[src/rtl/pipeline_hazard_ctrl.sv]
// pipeline_hazard_ctrl: scoreboard-based stall/flush/redirect/halt control for an N-stage pipeline.
// Define PIPE_FORWARDING_EN to add fwd_a/fwd_b and reduce stalls to the load-use bubble.
module pipeline_hazard_ctrl #(
    parameter int STAGES    = 5,
    parameter int REG_W     = 5,
    parameter int RES_STAGE = 3
) (
    input  logic                 clk,
    input  logic                 rst,
    input  logic                 ihit,
    input  logic                 dhit,
    input  logic                 mem_req,
    input  logic [REG_W-1:0]     dec_rs,
    input  logic [REG_W-1:0]     dec_rt,
    input  logic                 dec_use_rs,
    input  logic                 dec_use_rt,
    input  logic [REG_W-1:0]     dec_wsel,
    input  logic                 dec_regwen,
    input  logic                 dec_load,
    input  logic                 redirect,
    input  logic                 wb_halt,
    output logic                 pc_en,
    output logic [STAGES-2:0]    latch_en,
    output logic [STAGES-2:0]    latch_flush,
    output logic                 stall,
    output logic                 halt,
`ifdef PIPE_FORWARDING_EN
    output logic [2:0]           fwd_a,
    output logic [2:0]           fwd_b,
`endif
    output logic [31:0]          stall_cnt
);
    localparam int L = STAGES - 1;
    localparam logic [L-1:0] RMASK = L'((1 << RES_STAGE) - 1);

    logic             sb_v   [1:L-1];
    logic             sb_w   [1:L-1];
    logic [REG_W-1:0] sb_sel [1:L-1];
    logic             ma     [1:L-1];
    logic             mb     [1:L-1];
    logic             freeze, blk, hazard;

    assign freeze = !ihit | (mem_req & !dhit) | halt;
    // a halting instruction blocks the pipeline in the same cycle it is seen
    assign blk = freeze | wb_halt;

    always_comb begin
        for (int k = 1; k <= L - 1; k++) begin
            ma[k] = 1'b0;
            mb[k] = 1'b0;
        end
        for (int k = 1; k <= L - 2; k++) begin
            ma[k] = dec_use_rs && dec_rs != '0 && sb_v[k] && sb_w[k] && sb_sel[k] == dec_rs;
            mb[k] = dec_use_rt && dec_rt != '0 && sb_v[k] && sb_w[k] && sb_sel[k] == dec_rt;
        end
    end

`ifdef PIPE_FORWARDING_EN
    logic sb_ld1;
    always_comb begin
        fwd_a = '0;
        fwd_b = '0;
        for (int k = L - 2; k >= 1; k--) begin
            if (ma[k]) fwd_a = 3'(k);
            if (mb[k]) fwd_b = 3'(k);
        end
    end
    assign hazard = sb_ld1 && (fwd_a == 3'd1 || fwd_b == 3'd1);
`else
    logic unused;
    assign unused = dec_load;
    always_comb begin
        hazard = 1'b0;
        for (int k = 1; k <= L - 2; k++)
            hazard = hazard | ma[k] | mb[k];
    end
`endif

    always_comb begin
        pc_en = 1'b0;
        latch_en = '0;
        latch_flush = '0;
        stall = 1'b0;
        if (rst) begin
            latch_flush = '1;
        end else if (!blk) begin
            stall = hazard & !redirect;
            pc_en = !stall;
            latch_en = stall ? ~L'(1) : {L{1'b1}};
            latch_flush = redirect ? RMASK : stall ? L'(2) : '0;
        end
    end

    always_ff @(posedge clk) begin
        if (rst) begin
            halt <= 1'b0;
            stall_cnt <= '0;
            for (int k = 1; k <= L - 1; k++) begin
                sb_v[k] <= 1'b0;
                sb_w[k] <= 1'b0;
                sb_sel[k] <= '0;
            end
`ifdef PIPE_FORWARDING_EN
            sb_ld1 <= 1'b0;
`endif
        end else begin
            if (wb_halt && !freeze) halt <= 1'b1;
            if (!blk) begin
                if (stall) stall_cnt <= stall_cnt + 32'd1;
                sb_v[1] <= !latch_flush[1];
                sb_w[1] <= dec_regwen;
                sb_sel[1] <= dec_wsel;
`ifdef PIPE_FORWARDING_EN
                sb_ld1 <= dec_load;
`endif
                for (int k = 2; k <= L - 1; k++) begin
                    sb_v[k] <= sb_v[k-1] & !latch_flush[k];
                    sb_w[k] <= sb_w[k-1];
                    sb_sel[k] <= sb_sel[k-1];
                end
            end
        end
    end
endmodule

[config.mk]
export PLATFORM = sky130hd
export DESIGN_NAME = pipeline_hazard_ctrl
export DESIGN_NICKNAME = d
export VERILOG_FILES = /design/src/rtl/pipeline_hazard_ctrl.sv
export SDC_FILE = /design/constraint.sdc
export NUM_CORES = 1
export LEC_CHECK = 0
export ABC_AREA = 1
export CORE_AREA = 2 2 80 82
export CTS_CLUSTER_SIZE = 12
export DETAILED_ROUTE_END_ITERATION = 12
export DIE_AREA = 0 0 82 84
export PLACE_DENSITY = 0.76
export REMOVE_ABC_BUFFERS = 1
export SKIP_LAST_GASP = 1
export SYNTH_ARGS = -nofsm -noshare
export SYNTH_HDL_FRONTEND = slang
export SYNTH_SLANG_ARGS = --single-unit
[constraint.sdc]
create_clock -name clk -period 2.6 [get_ports clk]
set_input_delay 0.65 -clock clk [delete_from_list [all_inputs] [get_ports clk]]
set_output_delay 0.65 -clock clk [all_outputs]
set_load 0.005 [all_outputs]
==> metrics.md <==
| Metric | Value |
|---|---|
| Hold buffer count at CTS | `0` |
| Clock buffer depth | `2` |
| Syn. warnings | `0` |
| Total grt overflow | `0` |
| Core region area | `~6100 um^2` |
| Placer Congestion | `0.863` |
| Root buf cell | `clkbuf_8` |
| Critical Path Slowest Stage Cell | `edfxtp_1` |
| Most frequent cells in the layout | `100 x nand2_1, 97 x inv_1, 74 x nor2_1` |
| Worst setup SP type | `register` |
| Fin Clk Skew | `around 0.0064 ns` |
| First-pass GRT wire length | `~12 mm` |
| Initial antenna violation count | `0` |
| Post-synthesis simple-gate area fraction | `0.373` |
| Area Overhead vs Synth | `30.0%` |
| XOR/XNOR Fraction of Synth Area | `0.0348` |
| Leak | `~1.7 nW` |
| Critical Path RT | `about 2.0 ns` |
| Diodes inserted | `0` |
| Hpwl dp | `approximately 5.3 mm` |
| Crit share post-route | `0.966` |
| Pwr Density | `between 300 and 400 nW/um^2` |
| WL per Instance | `between 10 and 15 um` |
| H-tree depth | `2` |
| Maximum vdd drop | `~0.27 mV` |
| CTS Sinks | `47` |
| Slowest Stage Delay on Critical Path | `about 0.48 ns` |
| Starting density of the core | `0.496` |
| Largest family of logic cells by synthesized area | `simple AND/OR/NAND/NOR gates` |
| CP Data Arrival Time | `around 1.9 ns` |
| GRT Total Usage | `0.221` |
| RSZ-0062 raised after global routing | `true` |
| Synth Area in Compound Gates | `0.0650` |
| Total placed cells including tap cells | `between 600 and 700` |
| Number of global-route vias before repair | `~2900` |
| Multi-input logic area | `between 1000 and 1500 um^2` |
| Total Wirelength | `roughly 7.3 mm` |
| # setup viols final | `0` |
| Post-Place Cell Area | `around 3800 um^2` |
| Most common cell after layout, fill and taps aside | `nand2_1` |
| Die area | `6890 um^2` |
| Minimum clock period after layout | `between 2 and 3 ns` |
| Clock transition at path regs | `0.08 ns` |
| Adder-Cell Fraction of Synth Area | `0.00414` |
| Synthesized area | `3020 um^2` |
| Mux share of post-synthesis cell area | `0` |
| Via/cell ratio | `4.98` |
| Final net count | `around 570` |
| Synthesized instance count | `between 400 and 500` |
| Rel. slew slack | `0.791` |
| Final Cell Area | `between 3000 and 4000 um^2` |
| Worst-path cell chain | `xnor2_2 > nand2_1 > nor2_1 > nand3_1 > nand2_1 > nand2_2 > a21oi_4 > nor2_4 > buf_6 > buf_6` |
| Post-layout util | `0.644` |
| DRC | `0` |
| Final count of hold timing violations | `0` |
| Worst slew pin tran | `between 0.3 and 0.4 ns` |
| Routed Antenna Nets | `0` |
| Number of port buffers | `67` |
| Flop and latch count out of synthesis | `between 40 and 50` |
| Hold Path Class | `reg2reg` |
| Chip height | `about 84 um` |
| Die Wd | `just over 80 um` |
| IO Pins | `69` |
| CTS tree | `done` |
| Crit end category | `output pin` |
| Drt first-iter violations | `152` |
| Fill cells | `578` |
| CP Max Fanout | `2` |
| Peak Freq | `about 400 MHz` |
| FP Rows | `29` |
| Seq/Total Area, Yosys | `0.358` |
| Outcome | `finished, final reports clean` |
| Reg area | `between 1000 and 1500 um^2` |
| CTS Buf Count | `5` |
| First drt pass iteration count | `4` |
| Setup CP Type | `reg2out` |
| Synth cell types | `30` |
| Slew Limit Fails | `0` |
| Share of cells above drive strength 1 | `0.145` |
| Clk_lat worst skew | `about 0.31 ns` |
| Final Non-Filler Cells | `623` |
| Max_cap viols | `0` |
| Synth Area per Inst | `6.48 um^2` |
| Vias post-DR | `3101` |
| Largest net degree at the start of global routing | `34` |
-- Yosys cell counts --
cell	count	share of area
nor2_1	79	0.098
inv_1	100	0.12
nand3_4	1	0.0058
nor2_2	8	0.017
clkinv_1	1	0.0012
buf_6	2	0.0075
a21oi_1	3	0.0050
nor3_4	1	0.0054
o21ai_1	10	0.017
nand3_2	2	0.0066
nand2_1	102	0.13
buf_4	7	0.017
o21ai_2	1	0.0029
edfxtp_1	14	0.14
nand4_2	1	0.0041
dfxtp_1	33	0.22
o21ai_0	17	0.028
nor3_1	9	0.015
ha_1	1	0.0041
buf_2	4	0.0066
xnor2_1	5	0.014
nand3_1	12	0.020
nand4_1	30	0.062
nand2_4	1	0.0037
clkbuf_1	3	0.0037
xor2_1	7	0.020
nor3_2	2	0.0066
and3_1	1	0.0021
inv_2	4	0.0050
o21bai_1	5	0.012
-- cell type report --
class                      count  area share
multi-input combinational    298       0.382
sequential                    47       0.275
timing repair buffer          88       0.191
inverter                     105       0.100
tap                           77      0.0245
clock buffer                   7      0.0194
clock inverter                 1     0.00764
-- layer usage --
metal / up-vias / GRT usage / part of all wire
met2: 99 / 0.370 / 0.50
li1: 1587 / - / -
met4: 0 / 0.100 / 0.024
met1: 1395 / 0.270 / 0.42
met5: - / 0 / 0
met3: 20 / 0.0433 / 0.059
-- registers in the layout, summed over array words and instances, names as in the netlist --
signal,count
stall_cnt,32
sb_sel,10
sb_v,2
sb_w,2
halt,1
-- critical path, delay by kind of cell, from the launching register on --
| kind | cells | cell delay, ns |
|---|---|---|
| flops | 1 | 0.48 |
| simple gates | 6 | 0.48 |
| buf+inv | 2 | 0.21 |
| xor+xnor | 1 | 0.20 |
| compound gates | 1 | 0.17 |
-- power breakdown --
group	internal (mW)	total (mW)	switching (mW)
clock	0.288	0.535	0.248
sequential	0.769	0.782	0.0125
combinational	0.0811	0.179	0.0982
-- cells by family after synthesis --
group / Yosys count
AOI/OAI and AO/OA: 36
xor gates and xnor gates: 12
and+or+nand+nor: 249
adders and majority gates: 1
DFF: 47
buffers and inverters: 121
-- path summary, 6_finish.rpt --
| path | cells past startpoint | endpoint | from | slack (ns) |
|---|---|---|---|---|
| worst max-delay path | 10 | latch_en[0] | sb_sel[2][0] | 0.09 |
| worst min-delay path | 2 | halt | halt | 0.51 |
| worst max register to register | 11 | stall_cnt[18] | sb_sel[2][0] | 0.53 |
| worst min register to register | 2 | halt | halt | 0.51 |
-- per-stage QoR --
| stage | setup TNS [ns] | hold WS (ns) | worst slack, ns | power, mW |
|---|---|---|---|---|
| final | 0 | 0.513 | 0.0888 | 1.50 |
| after global placement | -3.86 | 0.496 | -0.560 | 0.976 |
| after floorplan | -0.941 | 0.489 | -0.432 | 0.879 |
| after global routing | -0.0260 | 0.550 | -0.0260 | 1.56 |
| after CTS | 0 | 0.517 | 0.0243 | 1.50 |
| after detailed placement | -4.63 | 0.504 | -0.640 | 0.980 |
-- timing repair --
action                                  CTS  global route
resized for setup                        76            18
endpoints found under the setup margin    9             5
setup buffers                             4             1
cloned                                    0             0
pin swaps                                14            15
Note: power is estimated with default switching activity, not from simulation.
